File: src/rtl/pc_sequencer_if.sv
// pc_sequencer_if -- fetch-control bus between decode/branch logic and the
// PC sequencer.
//   master : decode/branch side. Drives branch, isBranch, jump, target and
//            stall. Observes pc, instrValid, flush and misaligned.
//   slave  : the sequencer. Observes the decode/branch inputs and drives
//            the fetch-side outputs.
interface pc_sequencer_if #(
  parameter int N = 32
);
  logic         branch;      // branch-taken decision
  logic         isBranch;    // current instruction is a conditional branch
  logic         jump;        // current instruction is JAL/JALR
  logic [N-1:0] target;      // redirect target address
  logic         stall;       // downstream hazard hold request
  logic [N-1:0] pc;          // current fetch address
  logic         instrValid;  // instruction at pc is valid this cycle
  logic         flush;       // one-cycle pulse: drop younger instructions
  logic         misaligned;  // sticky misaligned-target flag

  modport master (
    output branch, isBranch, jump, target, stall,
    input  pc, instrValid, flush, misaligned
  );

  modport slave (
    input  branch, isBranch, jump, target, stall,
    output pc, instrValid, flush, misaligned
  );
endinterface

File: src/rtl/pc_sequencer.sv
// pc_sequencer -- program-counter sequencer with redirect bubbles.
//   clk   : single clock. All state updates on the rising edge.
//   rst_n : synchronous, active-low reset.
//   bus   : pc_sequencer_if.slave.
//           Inputs are branch, isBranch, jump, target and stall.
//           Outputs are pc, instrValid, flush and misaligned.
// States are BOOT, RUN and FLUSH, plus TRAP when the optional feature is enabled.
// A redirect is (isBranch & branch) | jump. It is sampled only in RUN and it
// wins over stall. A redirect loads the word-aligned target, pulses flush
// once and inserts FLUSH_CYCLES invalid cycles.
// Optional feature: define MISALIGN_TRAP_EN to compile in misaligned-target
// detection. With the macro defined, a redirect to a target whose low two
// bits are not zero does not load pc. Instead it sets the sticky misaligned
// flag, pulses flush and parks the sequencer in TRAP until reset. Without the
// macro, target[1:0] is dropped and misaligned is tied low.
module pc_sequencer #(
  parameter int           N            = 32,
  parameter logic [N-1:0] RESET_VECTOR = N'(32'h0000_0000),
  parameter int           FLUSH_CYCLES = 2
) (
  input logic           clk,
  input logic           rst_n,
  pc_sequencer_if.slave bus
);

`ifdef MISALIGN_TRAP_EN
  typedef enum logic [1:0] {BOOT = 2'd0, RUN = 2'd1, FLUSH = 2'd2, TRAP = 2'd3} state_t;
`else
  typedef enum logic [1:0] {BOOT = 2'd0, RUN = 2'd1, FLUSH = 2'd2} state_t;
`endif

  // The bubble counter is 3 bits wide because the legal FLUSH_CYCLES range is 1..7.
  localparam logic [2:0]   FLUSH_LOAD = 3'(FLUSH_CYCLES);
  localparam logic [N-1:0] PC_STEP    = N'(32'd4);

  state_t       state_r;
  logic [N-1:0] pc_r;
  logic [2:0]   cnt_r;
  logic         flush_r;
  logic         valid_r;
  logic         redirect_s;
  logic [N-1:0] aligned_target_s;

  assign redirect_s       = (bus.isBranch & bus.branch) | bus.jump;
  assign aligned_target_s = {bus.target[N-1:2], 2'b00};

`ifdef MISALIGN_TRAP_EN
  logic misaligned_r;
  logic target_misaligned_s;

  assign target_misaligned_s = |bus.target[1:0];
  assign bus.misaligned      = misaligned_r;
`else
  assign bus.misaligned = 1'b0;
`endif

  assign bus.pc         = pc_r;
  assign bus.instrValid = valid_r;
  assign bus.flush      = flush_r;

  // Sequencer FSM. The valid and flush registers are updated together with the state.
  always_ff @(posedge clk) begin
    if (!rst_n) begin
      state_r      <= BOOT;
      pc_r         <= RESET_VECTOR;
      cnt_r        <= 3'd0;
      flush_r      <= 1'b0;
      valid_r      <= 1'b0;
`ifdef MISALIGN_TRAP_EN
      misaligned_r <= 1'b0;
`endif
    end else begin
      // By default flush is low. It is raised only on the edge that accepts a redirect.
      flush_r <= 1'b0;
      case (state_r)
        BOOT: begin
          state_r <= RUN;
          pc_r    <= RESET_VECTOR;
          valid_r <= 1'b1;
        end
        RUN: begin
          if (redirect_s) begin
`ifdef MISALIGN_TRAP_EN
            if (target_misaligned_s) begin
              // A bad target is never fetched. pc stays at the redirecting instruction.
              state_r      <= TRAP;
              misaligned_r <= 1'b1;
              flush_r      <= 1'b1;
              valid_r      <= 1'b0;
            end else begin
              state_r <= FLUSH;
              pc_r    <= aligned_target_s;
              cnt_r   <= FLUSH_LOAD;
              flush_r <= 1'b1;
              valid_r <= 1'b0;
            end
`else
            state_r <= FLUSH;
            pc_r    <= aligned_target_s;
            cnt_r   <= FLUSH_LOAD;
            flush_r <= 1'b1;
            valid_r <= 1'b0;
`endif
          end else if (!bus.stall) begin
            pc_r    <= pc_r + PC_STEP;
            valid_r <= 1'b1;
          end else begin
            pc_r    <= pc_r;
            valid_r <= 1'b1;
          end
        end
        FLUSH: begin
          // Bubbles drain even while stall is high. A count of zero is treated like one so the FSM cannot wedge.
          if (cnt_r <= 3'd1) begin
            state_r <= RUN;
            cnt_r   <= 3'd0;
            valid_r <= 1'b1;
          end else begin
            cnt_r   <= cnt_r - 3'd1;
            valid_r <= 1'b0;
          end
        end
`ifdef MISALIGN_TRAP_EN
        TRAP: begin
          valid_r <= 1'b0;
        end
`endif
        default: begin
          state_r <= BOOT;
          pc_r    <= RESET_VECTOR;
          cnt_r   <= 3'd0;
          valid_r <= 1'b0;
        end
      endcase
    end
  end

endmodule

File: src/flat_wrapper.sv
// flat-port wrapper written by rule: the top's interface ports become plain ports
module pc_sequencer_flat 
#(
  parameter int           N            = 32,
  parameter logic [N-1:0] RESET_VECTOR = N'(32'h0000_0000),
  parameter int           FLUSH_CYCLES = 2
)
  (clk, rst_n, bus_branch, bus_isBranch, bus_jump, bus_target, bus_stall, bus_pc, bus_instrValid, bus_flush, bus_misaligned);
  pc_sequencer_if #(.N(N)) bus_i ();
  input logic clk;
  input logic rst_n;
  input wire logic [$bits(bus_i.branch)-1:0] bus_branch;
  input wire logic [$bits(bus_i.isBranch)-1:0] bus_isBranch;
  input wire logic [$bits(bus_i.jump)-1:0] bus_jump;
  input wire logic [$bits(bus_i.target)-1:0] bus_target;
  input wire logic [$bits(bus_i.stall)-1:0] bus_stall;
  output wire logic [$bits(bus_i.pc)-1:0] bus_pc;
  output wire logic [$bits(bus_i.instrValid)-1:0] bus_instrValid;
  output wire logic [$bits(bus_i.flush)-1:0] bus_flush;
  output wire logic [$bits(bus_i.misaligned)-1:0] bus_misaligned;
  assign bus_i.branch = bus_branch;
  assign bus_i.isBranch = bus_isBranch;
  assign bus_i.jump = bus_jump;
  assign bus_i.target = bus_target;
  assign bus_i.stall = bus_stall;
  assign bus_pc = bus_i.pc;
  assign bus_instrValid = bus_i.instrValid;
  assign bus_flush = bus_i.flush;
  assign bus_misaligned = bus_i.misaligned;
  pc_sequencer #(.N(N), .RESET_VECTOR(RESET_VECTOR), .FLUSH_CYCLES(FLUSH_CYCLES)) u_core (.clk(clk), .rst_n(rst_n), .bus(bus_i));
endmodule
File: config.mk
export PLATFORM = sky130hd
export DESIGN_NAME = pc_sequencer_flat
export DESIGN_NICKNAME = d
export VERILOG_FILES = /design/src/rtl/pc_sequencer_if.sv /design/src/rtl/pc_sequencer.sv /design/src/flat_wrapper.sv
export SDC_FILE = /design/constraint.sdc
export NUM_CORES = 1
export LEC_CHECK = 0
export BUFFER_PORTS_ARGS = -buffer_cell sky130_fd_sc_hd__buf_2
export CAP_MARGIN = 20
export CORE_UTILIZATION = 55
export CTS_BUF_LIST = sky130_fd_sc_hd__clkbuf_8
export CTS_CLUSTER_SIZE = 10
export DETAILED_ROUTE_END_ITERATION = 10
export PLACE_DENSITY = 0.84
export RECOVER_POWER = 25
export SKIP_LAST_GASP = 1
export SLEW_MARGIN = 15
export SYNTH_ARGS = -nofsm -noshare
export SYNTH_HDL_FRONTEND = slang
export SYNTH_SLANG_ARGS = --single-unit
File: constraint.sdc
create_clock -name clk -period 5.9 [get_ports clk]
set_clock_uncertainty 0.2 [all_clocks]
set_input_delay 0.885 -clock clk [delete_from_list [all_inputs] [get_ports clk]]
set_output_delay 0.885 -clock clk [all_outputs]
set_load 0.05 [all_outputs]
==> results, run 1 <==
- The headroom to the max-slew limit is 0.269.
- The power per standard cell area is 207 nW/um2.
- The largest individual stage delay along the critical path comes from the cell sky130_fd_sc_hd__a31o_1.
- The critical path data arrival time is 3340 ps.
- Across the VDD grid, the largest voltage drop is 0.134 mV.
- For this run, the top clock speed supported by timing is between 300 and 400 MHz.
- The category of the worst setup path capture point is a flip-flop.
- The via count of the routed design is ~3300.
- Along the worst path, the maximum fanout reaches 26.
- For the final routed database, the setup TNS stands at 0 ps.
- The final design instance area without fill is 3180 um2.
- Across all setup checks in the final design, the least slack found is 2580 ps.
- The combined buffer and inverter count along the critical path is 2.
- In this run, the number of DRC markers left after iteration 0 of detailed routing was 352.
- The final setup violation count is 0.
- The critical path launch point type is an input port.
- The final count of hold timing violations is 0.
- Setup repair after global routing left no endpoint under its margin.
- The number of pins with negative max-slew slack in the final report is 0.
- The share of final-layout standard cells stronger than drive strength 1 is 0.169.
- After synthesis the netlist holds a flip-flop and latch count of 37.
- Measured along the x axis, the die boundary spans 73.4 um.
- In the finished design, the share of the clock period the worst path needs comes to 0.563.
- The delay of the slowest cell on the worst path is 900 ps.
- The endpoint required time on the critical path is 5920 ps.
- Detailed placement ended at an HPWL of 5900 um.
- In this run the cell area of the synthesized design comes to 2800 um2.
- By startpoint and endpoint, the worst setup path is classified as in2reg.
- The final total power is 0.659 mW.
- The final design utilization is 0.660.
- The initial antenna violation count is 0.
- The post-detailed-routing wire length is 8610 um.
- The via count of the first global-routing pass is slightly below 3000.
- Clock tree synthesis found a total of 37 sinks.
- The clock period minus worst slack is 3320 ps.
- The critical path runs through a total of 6 cells.
- The clock tree buffer depth is 2.
- The level count of the clock H-tree is 2.
- The number of cells on the worst hold path is 2.
- In the final design database the tool counted 453 nets.
- The critical path goes through clkbuf_1 -> a21oi_1 -> buf_4 -> a31o_1 -> a22oi_1 -> o221ai_1.
- The post-CTS resize count is 0.
- The global-route wire length before repair is 13500 um.
- After synthesis, the mean cell area works out to just under 8 um2.
- At the pin with the least slew margin, the transition time is 1100 ps.
- The synthesized netlist cell count is 362.
- The initial utilization of the core area, before any placement, comes to 0.582.
- The number of placement rows is 25.
- The warning count from the yosys run is 0.
- The async set-reset flop share out of synthesis is 0.
- Counting the fill cells in the layout gives 472.
- The number of antenna diodes in the final layout is 0.
- The remaining routing DRC violations is 0.
- At the end of routability-driven placement, the weighted congestion stood at 0.883.
- The clock insertion delay at the later pin of the skew report is 300 ps.
- The run finished with clean final reports.
- The tool flagged a number of max-cap violations equal to 0.
- The most used flip-flop cell after synthesis is sky130_fd_sc_hd__dfxtp_1.
- The pre-antenna-repair detailed-routing pass consisted of 5 iterations.
- The cell family with the largest share of critical-path delay is compound AO/OA/AOI/OAI gates.
- The path type of the worst min-delay path is reg2reg.
- After clock tree synthesis, the clock-pin slew on the worst setup and hold paths is about 80 ps.
- For this run, the total global-route usage over all layers was measured as 0.322.
- Before CTS, the worst setup slack after placement is 2320 ps.
- The share of the Yosys chip area taken by registers is 0.264.
- In the layout the commonest cells are sky130_fd_sc_hd__buf_2, sky130_fd_sc_hd__dfxtp_1, sky130_fd_sc_hd__nand2_1, sky130_fd_sc_hd__inv_1.
- The hold buffer count at cts is 0.
- Entering global routing, the biggest net connects 30 pins.
- The global-route congestion overflow total is 0.
- TritonCTS built the clock tree.
- The overall die area is 5390 um2.
- The most frequent standard cell in the layout excluding fill and tap cells is sky130_fd_sc_hd__buf_2.
- The mean routed wirelength per cell is 18.1 um.
- The root buffer cell chosen for the clock tree is sky130_fd_sc_hd__clkbuf_8.
- The total area inside the core boundary comes to around 4800 um2.
- Dividing the detail-routed via count by the number of cells gives 6.85.
- The post-CTS setup buffer count is 0.
- After detailed placement, the total cell area comes to 3120 um2.
- The cell depth of the worst flop-to-flop path is 6.
- The number of buffers created by CTS is 5.
- For this design the static power due to leakage is 1.12 nW.
- The number of enable-type register cells in the synthesized netlist is 0.
- After synthesis, the netlist uses 60 different library cells.
- The number of nets with antenna violations after detailed routing is 0.
- The relative area change from synthesis to final layout is 13.5%.
- The number of I/O port buffers is 67.
- The vertical die dimension is 73.4 um.
- The count of boundary I/O pins is 73.
-- cells in the mapped netlist (2+ instances only) --
library cell,number,area (um2)
sky130_fd_sc_hd__dfxtp_1,37,741
sky130_fd_sc_hd__nand2_1,28,105
sky130_fd_sc_hd__clkbuf_1,25,93.8
sky130_fd_sc_hd__inv_1,23,86.3
sky130_fd_sc_hd__a21oi_1,20,100
sky130_fd_sc_hd__o211ai_1,20,150
sky130_fd_sc_hd__nand3_1,18,90.1
sky130_fd_sc_hd__a22oi_1,17,128
sky130_fd_sc_hd__nor2_1,14,52.6
sky130_fd_sc_hd__a221oi_1,12,105
sky130_fd_sc_hd__nand4_1,11,68.8
sky130_fd_sc_hd__nand4b_1,9,78.8
sky130_fd_sc_hd__nor4_1,9,56.3
sky130_fd_sc_hd__or3_1,8,50.1
sky130_fd_sc_hd__ha_1,7,87.6
sky130_fd_sc_hd__a21o_1,6,45.0
sky130_fd_sc_hd__and4_1,6,52.6
sky130_fd_sc_hd__nand3b_1,6,45.0
sky130_fd_sc_hd__o311ai_1,6,52.6
sky130_fd_sc_hd__and2_1,5,31.3
sky130_fd_sc_hd__and3_1,5,31.3
sky130_fd_sc_hd__nor3_1,5,25.0
sky130_fd_sc_hd__o221ai_1,5,43.8
sky130_fd_sc_hd__buf_2,4,20.0
sky130_fd_sc_hd__o2111ai_1,4,35.0
sky130_fd_sc_hd__o22ai_1,4,25.0
sky130_fd_sc_hd__or4_1,4,30.0
sky130_fd_sc_hd__buf_4,3,22.5
sky130_fd_sc_hd__o21a_1,3,22.5
sky130_fd_sc_hd__o21ai_0,3,15.0
sky130_fd_sc_hd__a32oi_1,2,17.5
sky130_fd_sc_hd__mux2i_1,2,20.0
sky130_fd_sc_hd__nand2b_1,2,12.5
sky130_fd_sc_hd__nor4b_1,2,17.5
sky130_fd_sc_hd__o21ai_1,2,10.0
-- registers in the layout (all words and copies together) (netlist names) --
| register | flops |
|---|---|
| u_core.bus.flush | 1 |
| u_core.bus.instrValid | 1 |
| u_core.bus.pc | 30 |
| u_core.cnt_r | 3 |
| u_core.state_r | 2 |
-- metrics by stage --
step	std cells	hold slack, ps
after floorplan	364	262
after global placement	467	273
after detailed placement	468	287
after CTS	476	299
after global routing	476	348
final	476	296
-- layer usage --
metal | track usage | vias to the layer above | routed length, um
li1 | - | 1497 | -
met1 | 0.417 | 1523 | 3550
met2 | 0.551 | 209 | 4030
met3 | 0.0439 | 30 | 793
met4 | 0.109 | 0 | 237
met5 | 0 | - | 0
-- worst paths after layout --
path | slack [ps] | from | to
hold / removal | 300 | u_core.cnt_r[0] | u_core.cnt_r[0]
setup / recovery | 2580 | bus_isBranch | u_core.bus.pc[16]
hold reg to reg | 300 | u_core.cnt_r[0] | u_core.cnt_r[0]
setup reg to reg | 3050 | u_core.state_r[1] | u_core.bus.pc[14]
-- final cells by class --
class,instances,area (um2),area share
Timing Repair Buffer,70,340,0.107
Tap cell,67,83.8,0.0264
Clock buffer,5,68.8,0.0216
Multi-Input combinational cell,271,1840,0.579
Inverter,23,86.3,0.0271
Clock inverter,3,17.5,0.00551
Sequential cell,37,741,0.233
-- worst register-to-register path, delay by kind of cell, from the launching register on --
family                   cells  cell delay, ps
AO/OA/AOI/OAI                1             210
adder cells (fa/ha/maj)      1             540
buffers and inverters        1             100
flip-flops                   1             340
AND/OR/NAND/NOR              3            1380
-- power by group --
| part | leakage, nW | switching, mW | total (mW) | internal (mW) |
|---|---|---|---|---|
| sequential | 0.301 | 0.0217 | 0.286 | 0.264 |
| clock | 0.0439 | 0.0991 | 0.181 | 0.0816 |
| combinational | 0.776 | 0.136 | 0.192 | 0.0565 |
-- cell families after synthesis --
logic type	Yosys count	synth area share
AND/OR/NAND/NOR	140	0.296
AO/OA/AOI/OAI	118	0.315
buffers and inverters	56	0.0808
flip-flops	37	0.264
adder cells (fa/ha/maj)	7	0.0312
multiplexers	3	0.0112
other	1	0.00134
(Power assumes the default switching activity.)
==> inputs of run 2 (changes only) <==
CORE_UTILIZATION = 50   (was 55)
PLACE_DENSITY = 0.8   (was 0.84)
clock period = 2.9 ns   (was 5.9 ns; I/O delays follow)
==> run 2 against run 1 <==
First-iteration DRC count is 12% higher. Worst hold slack got worse by 40 ps. Flip-flop and latch count did not move.
==> results, run 2 (synthesis gave the netlist of run 1 again) <==
- The count of boundary I/O pins is 73 (unchanged).
- Setup repair after global routing left no endpoint under its margin.
- The initial cell density of the core is 0.535 (-0.0467).
- The flip-flop count of the largest register after layout is 30 (unchanged).
- In the finished design, the share of the clock period the worst path needs comes to 0.865.
- The number of iterations in the first detailed-routing pass is 7 (+2).
- The flow ran to the end, and the final reports show no timing, DRC or antenna violations.
- The global-route wire length before repair is 14600 um (+8.3%).
- The total number of clock tree sinks is 37 (unchanged).
- The delay of the slowest cell on the worst path is 520 ps (-380 ps).
- The number of I/O port buffers is 67 (unchanged).
- The combined buffer and inverter count along the critical path came to 1 (-1).
- The count of fill cells added during filler insertion is 499 (+5.7%).
- The power per standard cell area is 465 nW/um2 (+120%).
- The number of max-cap violations is 0 (unchanged).
- The leakage component of the power is 1.19 nW (+6.4%).
- The post-CTS setup buffer count is 0 (unchanged).
- The global-route congestion overflow total is 0 (unchanged).
- The overall die area is 5910 um2 (+9.7%).
- The number of cells on the worst hold path is 3 (+1).
- The mean routed wirelength per cell is 18.2 um (+0.58%).
- The path type of the worst min-delay path is in2reg.
- The critical path is of the reg2reg type.
- The cell at the slowest stage of the critical path is sky130_fd_sc_hd__ha_1.
- The top cell types in the final layout, fill and taps aside, are sky130_fd_sc_hd__buf_2, sky130_fd_sc_hd__dfxtp_1, sky130_fd_sc_hd__nand2_1, sky130_fd_sc_hd__inv_1.
- The remaining routing DRC violations is 0 (unchanged).
- The width of the die came to 76.9 um (+4.7%).
- The total global routing track utilization is 0.301 (-0.0212).
- The level count of the clock H-tree is 2 (unchanged).
- The worst-margin pin slew is 897 ps (-200 ps).
- The critical path launch point type is a flip-flop.
- The final-stage net count is 462 (+2.0%).
- The final count of hold timing violations is 0 (unchanged).
- The cell family with the largest share of critical-path delay is compound AO/OA/AOI/OAI gates.
- The area of the multi-input gates came to 1840 um2 (unchanged).
- The post-CTS resize count is 0 (unchanged).
- The pin count of the biggest net entering global routing is 26 (-13%).
- The endpoint required time on the critical path is 2940 ps (-2980 ps).
- The antenna diode count is 0 (unchanged).
- The share of final-layout standard cells stronger than drive strength 1 was 0.189 (+0.0203).
- The clock insertion delay at the later pin of the skew report was 290 ps (about the same).
- The final design instance area without fill came to 3300 um2 (+3.7%).
- The area taken by flip-flops and latches is 741 um2 (unchanged).
- The post-detailed-routing wire length was 8880 um (+3.1%).
- Relative to the synthesized area, the layout overhead comes to 17.6%.
- The via count of the routed design is 3329 (+2.1%).
- The post-DP HPWL is 6150 um (+4.2%).
- The ratio of routed vias to standard cells is 6.82 (-0.36%).
- The top fanout value on the critical path came to 17 (-35%).
- The number of pins with negative max-slew slack in the final report is 0 (unchanged).
- The largest vdd supply drop is 0.356 mV (+170%).
- The library cell used most frequently in the layout, excluding fill and tap cells, is sky130_fd_sc_hd__buf_2.
- The root cell of the clock tree is sky130_fd_sc_hd__clkbuf_8.
- The initial detailed-routing violation count is 395 (+12%).
- For this run, the top clock speed supported by timing is roughly 400 MHz.
- The final setup violation count is 0 (unchanged).
- The area of the placeable core came to 5240 um2 (+8.7%).
- The via count of the first global-routing pass came to 3121 (+8.0%).
- The logic depth of the worst path, buffers included is 6 (unchanged).
- The vertical die dimension is 76.9 um (+4.7%).
- The clock-pin slew on the worst setup and hold paths is 80 ps (about the same).
- The initial antenna violation count was 0 (unchanged).
- The number of placement rows came to 26 (+4.0%).
- The critical path data arrival time is 2550 ps (-790 ps).
- The cell depth of the worst flop-to-flop path is 6 (unchanged).
- The headroom to the max-slew limit is 0.402 (+0.133).
- The total negative setup slack is 0 ps (unchanged).
- The clock tree from TritonCTS is yes.
- The cell area reported after detailed placement was 3180 um2 (+2.2%).
- STA classifies the critical path endpoint as a flip-flop.
- The hold buffer count at cts is 0 (unchanged).
- The number of buffers created by CTS is 5 (unchanged).
- The number of nets with antenna violations after detailed routing is 0 (unchanged).
- The clock period minus worst slack is 2510 ps.
- The placer's final routability congestion estimate came to 0.865 (-2.0%).
- The clock tree buffer depth is 2 (unchanged).
- Walking the worst path, the cells encountered are inv_1 -> ha_1 -> nand3b_1 -> a21o_1 -> a2111oi_0 -> a211o_1.
run 2: changes by cell type in the layout (fill, tap and decap cells not counted), sizes merged:
cell / before / now
clkinv: 2 / 1
clkinvlp: 1 / 0
clkbuf: 22 / 21
buf: 53 / 63
bufinv: 0 / 2
run 2: where the power goes:
part           switching, mW  internal, mW
Combinational          0.280         0.128
Sequential            0.0442         0.537
Clock                  0.201         0.342
run 2: area by class of cell:
cell class | instances | area share
clock inverter | 3 | 0.0197
multi-input combinational | 271 | 0.559
tap | 70 | 0.0266
clock buffer | 5 | 0.0209
timing repair buffer | 79 | 0.123
sequential | 37 | 0.225
inverter | 23 | 0.0262
run 2: final timing paths:
path	from	slack (ps)	to
setup reg to reg	u_core.state_r[1]	390	u_core.bus.pc[29]
hold / removal	bus_target[7]	260	u_core.bus.pc[7]
hold reg to reg	u_core.cnt_r[0]	290	u_core.cnt_r[0]
setup / recovery	u_core.state_r[1]	390	u_core.bus.pc[29]
run 2: metrics by stage:
stage / power, mW / util / instances / setup slack [ps] / hold slack [ps]
finish: 1.53 / 0.629 / 488 / 393 / 256
global route: 1.59 / 0.629 / 488 / 248 / 253
CTS: 1.53 / 0.633 / 488 / 428 / 248
detailed placement: 0.995 / 0.608 / 480 / 452 / 285
global placement: 0.985 / 0.608 / 480 / 550 / 277
floorplan: 0.871 / - / 364 / 391 / 262
run 2: layer usage:
layer | vias up | global-route usage | routed length (um)
li1 | 1522 | - | -
met1 | 1568 | 0.386 | 3720
met5 | - | 0 | 0
met2 | 206 | 0.481 | 4140
met4 | 0 | 0.140 | 223
met3 | 33 | 0.0619 | 796
run 2: worst min-delay path, delay by kind of cell:
kind                   cells  cell delay (ps)
buffers and inverters      1               90
AOI/OAI and AO/OA          2              190
